`src/rtl/mg_csa_accum.sv`:
```
// Carry-save accumulator feeding the multiplier's prefix CPA. It folds (sum, carry) beats
// through a 4:2 row and presents each group once. Optional out_count port: MG_CSA_ACCUM_CNT_EN.
module mg_csa_accum #(
    parameter int W         = 30,
    parameter int MAX_BEATS = 16,
    parameter int CNT_W     = 8
) (
    input  logic             clk,
    input  logic             rst_n,
    input  logic             in_valid,
    output logic             in_ready,
    input  logic [W-1:0]     in_sum,
    input  logic [W-1:0]     in_carry,
    input  logic             in_last,
    output logic             out_valid,
    input  logic             out_ready,
    output logic [W-1:0]     cpa_a,
    output logic [W-1:0]     cpa_b,
    output logic             out_forced
`ifdef MG_CSA_ACCUM_CNT_EN
   ,output logic [CNT_W-1:0] out_count
`endif
);

    typedef enum logic [1:0] {IDLE, ACCUM, HOLD} state_t;

    state_t             state_q, state_d;
    logic [W-1:0]       acc_s_q, acc_s_d;
    logic [W-1:0]       acc_c_q, acc_c_d;
    logic [CNT_W-1:0]   cnt_q, cnt_d;
    logic               forced_q, forced_d;

    logic [W-1:0]       s1, c1, s2, c2;
    logic [CNT_W-1:0]   cnt_inc;
    logic               accept, close;

    // Two full-adder rows; the accumulator is always zero in IDLE, so the
    // first beat of a group needs no special operand selection.
    always_comb begin
        s1 = acc_s_q ^ acc_c_q ^ in_sum;
        c1 = ((acc_s_q & acc_c_q) | (acc_s_q & in_sum) | (acc_c_q & in_sum)) << 1;
        s2 = s1 ^ c1 ^ in_carry;
        c2 = ((s1 & c1) | (s1 & in_carry) | (c1 & in_carry)) << 1;
    end

    assign in_ready   = (state_q != HOLD);
    assign out_valid  = (state_q == HOLD);
    assign cpa_a      = acc_s_q;
    assign cpa_b      = acc_c_q;
    assign out_forced = forced_q;
`ifdef MG_CSA_ACCUM_CNT_EN
    assign out_count  = (state_q == HOLD) ? cnt_q : '0;
`endif

    assign accept  = in_valid && in_ready;
    assign cnt_inc = (state_q == IDLE) ? CNT_W'(1) : cnt_q + CNT_W'(1);
    assign close   = in_last || (cnt_inc == CNT_W'(MAX_BEATS));

    always_comb begin
        state_d  = state_q;
        acc_s_d  = acc_s_q;
        acc_c_d  = acc_c_q;
        cnt_d    = cnt_q;
        forced_d = forced_q;
        case (state_q)
            IDLE, ACCUM: begin
                if (accept) begin
                    acc_s_d = s2;
                    acc_c_d = c2;
                    cnt_d   = cnt_inc;
                    if (close) begin
                        state_d  = HOLD;
                        forced_d = ~in_last;
                    end else begin
                        state_d  = ACCUM;
                    end
                end
            end
            HOLD: begin
                if (out_ready) begin
                    state_d  = IDLE;
                    acc_s_d  = '0;
                    acc_c_d  = '0;
                    cnt_d    = '0;
                    forced_d = 1'b0;
                end
            end
            default: state_d = IDLE;
        endcase
    end

    always_ff @(posedge clk or negedge rst_n) begin
        if (!rst_n) begin
            state_q  <= IDLE;
            acc_s_q  <= '0;
            acc_c_q  <= '0;
            cnt_q    <= '0;
            forced_q <= 1'b0;
        end else begin
            state_q  <= state_d;
            acc_s_q  <= acc_s_d;
            acc_c_q  <= acc_c_d;
            cnt_q    <= cnt_d;
            forced_q <= forced_d;
        end
    end

endmodule
```
`config.mk`:
```
export PLATFORM = sky130hd
export DESIGN_NAME = mg_csa_accum
export DESIGN_NICKNAME = d
export VERILOG_FILES = /design/src/rtl/mg_csa_accum.sv
export SDC_FILE = /design/constraint.sdc
export NUM_CORES = 1
export LEC_CHECK = 0
export CAP_MARGIN = 20
export CORE_ASPECT_RATIO = 1.4
export CORE_UTILIZATION = 47
export DETAILED_ROUTE_END_ITERATION = 7
export GPL_TIMING_DRIVEN = 0
export HOLD_SLACK_MARGIN = 0.1
export PLACE_DENSITY = 0.83
export SLEW_MARGIN = 20
export SYNTH_ARGS = -nofsm -noshare
export SYNTH_HDL_FRONTEND = slang
export SYNTH_SLANG_ARGS = --single-unit
```
`constraint.sdc`:
```
create_clock -name clk -period 2.42 [get_ports clk]
set_input_delay 0.726 -clock clk [delete_from_list [all_inputs] [get_ports clk]]
set_output_delay 0.726 -clock clk [all_outputs]
set_load 0.01 [all_outputs]
```
==> flow_summary.yaml <==
placed_design:
  gp_congestion: 0.8331
  io_buffers: 126
  dpl.hpwl_mm: 7.476
  dp_cells: 508
synth:
  muxShareOfSynthArea: 0.002528
  syn-num-nets: 403
  synth_top_cell_area_share: 0.4425
  syn_inst: 279
  netlist_area_sq_mm: 0.003959
  yosys.area_share.simple: 0.04362
  synth_compound_area_frac: 0.1805
  async_reset_ff_frac: 1.000
  ys.flop_type: "dfrtp_1"
  ys_warn_count: 0
  synth_seq_cells: 70
  synth_top_area_cell: "dfrtp_1"
  syn_avg_cell_area_sq_um: 14.19
  synth_fa_ha_area_frac: 0.2927
  ys_seq_area_frac: 0.4425
  synth_area_leaders: "dfrtp_1 44%, fa_1 28%, a22o_1 13%"
  synth_top_family_by_area: "adder cells"
  synth_xor_area_frac: 0.008850
  synth.distinct_cells: 38
  synth_edf_count: 0
sta:
  rsz0062_at_grt: "false"
  timing.fmax_mhz: 428.1
  post-route-period-util: 0.9651
  hold_viol_final: 0
  setup_violations: 0
  max-slew-margin-rel: 0.6237
  period_needed_ns: 2.336
  slew_viol_final: 0
  tightest_slew_ns: 0.5645
  skew_ns: 0.006162
critical_path:
  criticalPathCategory: "reg2out"
  required_ns: 1.69
  endpoint_kind: "output pin"
  cp_slowest_stage_delay_ns: 0.56
  worstPathCellList: "clkbuf_2 -> nor2b_4 -> clkdlybuf4s50_1"
  crit_path_max_fanout: 9
  arrival_ns: 1.61
  slowest_stage: "clkdlybuf4s50_1"
  cp-start-kind: "register"
  reg2reg_from: "cnt_q[0]"
  setup.worst_path.start: "state_q[0]"
die:
  start_util: 0.4858
  rows: 39
  die_area_sq_mm: 0.008799
  io_pins: 128
  core_sq_mm: 0.008149
  chipHeight_microns: 110.6
  die_x_microns: 79.57
global_routing:
  antenna_found_initial: 0
  grt_pass1_vias: 3285
  grt_overflow: 0
  grt_pass1_wl_mm: 16.73
  grt_usage: 0.2513
  busiest_layer: "met2"
  grtUsageMet1: 0.3191
  met3_usage: 0.05372
  grt_max_degree: 49
  use_met2: 0.4171
power:
  p_leak_uw: 0.002430
  power.density_mw_per_mm2: 1215
  max-vdd-ir-drop_mv: 0.6881
clock_network:
  h-tree-depth: 3
  clkSinkCount: 70
  clkTransAtPathRegs_ns: 0.06
  ctsLongestPathBuffers: 2
  cts_tree: "done"
  cts_made_buffers: 9
  root_buffer: "clkbuf_16"
  postCtsSetupBuffers: 0
  clk_latency_ns: 0.33
cells_and_area:
  areaGrowthSynthToFinish_pct: 43.65
  fillers: 554
  drive_above_1_share: 0.07820
  final_common_cell: "clkdlybuf4s50_1"
  final_cell_count_no_fill: 524
  utilization: 0.6978
  fin_nets: 541
  n_antenna_cell: 0
  mostFrequentLayoutCells: "125 x clkdlybuf4s50_1, 70 x dfrtp_1, 57 x a22o_1"
route:
  vias: 2946
  viasPerCell: 5.622
  wl_per_cell_microns: 19.13
  drt_iter0_markers: 195
  first_pass_iters: 4
  drt-total-wl_mm: 10.03
  postRouteAntennaNets: 0
  drc: 0
flow_run:
  drv_cap: 0
run_status:
  status: "complete, no violations"
worst_hold_path:
  hp-class: "in2async"
==> kinds of logic after synthesis <==
family          Yosys count
xor+xnor                  4
compound gates           89
other cells               1
flops                    70
fa+ha+maj                59
mux                       1
simple gates             31
buf+inv                  24
==> repair_timing <==
action / CTS / global route
hold buffers: 0 / 0
endpoints found under the setup margin: 1 / 40
gates resized for setup: 1 / 2
==> registers in the layout (all words and copies together), names as in the netlist <==
| register | count |
|---|---|
| state_q | 2 |
| cpa_b | 29 |
| cpa_a | 30 |
| out_forced | 1 |
| cnt_q | 8 |
==> metrics by stage <==
step	setup TNS [ns]	hold WS, ns	instance area, sq um	setup WS (ns)	power [uW]
after floorplan	0	0.4304	3959	0.4354	3928
after global placement	-136.60	0.4774	5348	-1.762	5347
after detailed placement	-12.76	0.4861	5373	-0.2575	5586
after CTS	0	0.3006	5678	0.03970	6989
after global routing	0	0.3163	5687	0.01644	7485
final	0	0.2924	5687	0.08436	6908
==> cells in the mapped netlist, types with 3 or more instances <==
cell,instances
nor2_1,4
clkbuf_1,9
dfrtp_1,70
a21oi_1,5
inv_1,6
fa_1,56
ha_1,3
nand2_1,10
a22o_1,57
xnor2_1,3
nand3_1,4
nor2b_1,3
buf_2,5
o21ai_0,16
==> critical path, delay by kind of cell (launching register included) <==
kind	cells	cell delay, ns
simple gates	1	0.18
flops	1	0.35
buf+inv	2	0.75
==> where the power goes <==
group          switching (uW)  internal, uW  total, uW
Combinational            1440          1990       3430
Sequential                519          1640       2150
Clock                     471           852       1320
==> final timing paths <==
path / to / slack, ns / cells past startpoint
worst max-delay path: out_valid / 0.08 / 3
worst max register to register: out_forced / 0.37 / 6
worst min-delay path: cpa_b[14] / 0.29 / 1
max in group asynchronous: cpa_a[24] / 1.58 / 2
min in group clk: cpa_a[29] / 0.50 / 1
worst min register to register: cpa_a[29] / 0.50 / 1
==> layout make-up <==
class | count | area (sq um) | share of cell area
flip-flops and latches | 70 | 1752 | 0.3080
well taps | 102 | 127.6 | 0.02244
clock inverters | 3 | 42.54 | 0.007481
plain buffers | 18 | 90.09 | 0.01584
inverters | 6 | 22.52 | 0.003960
clock buffers | 13 | 260.3 | 0.04576
repair buffers | 127 | 1286 | 0.2262
multi-input cells | 185 | 2106 | 0.3703
==> metal layers <==
metal | wire, microns | up-vias
met3 | 572 | 20
met5 | 0 | -
met1 | 3897 | 1531
met4 | 246 | 0
li1 | - | 1288
met2 | 5310 | 107
Power figures use the tool's default switching activity.
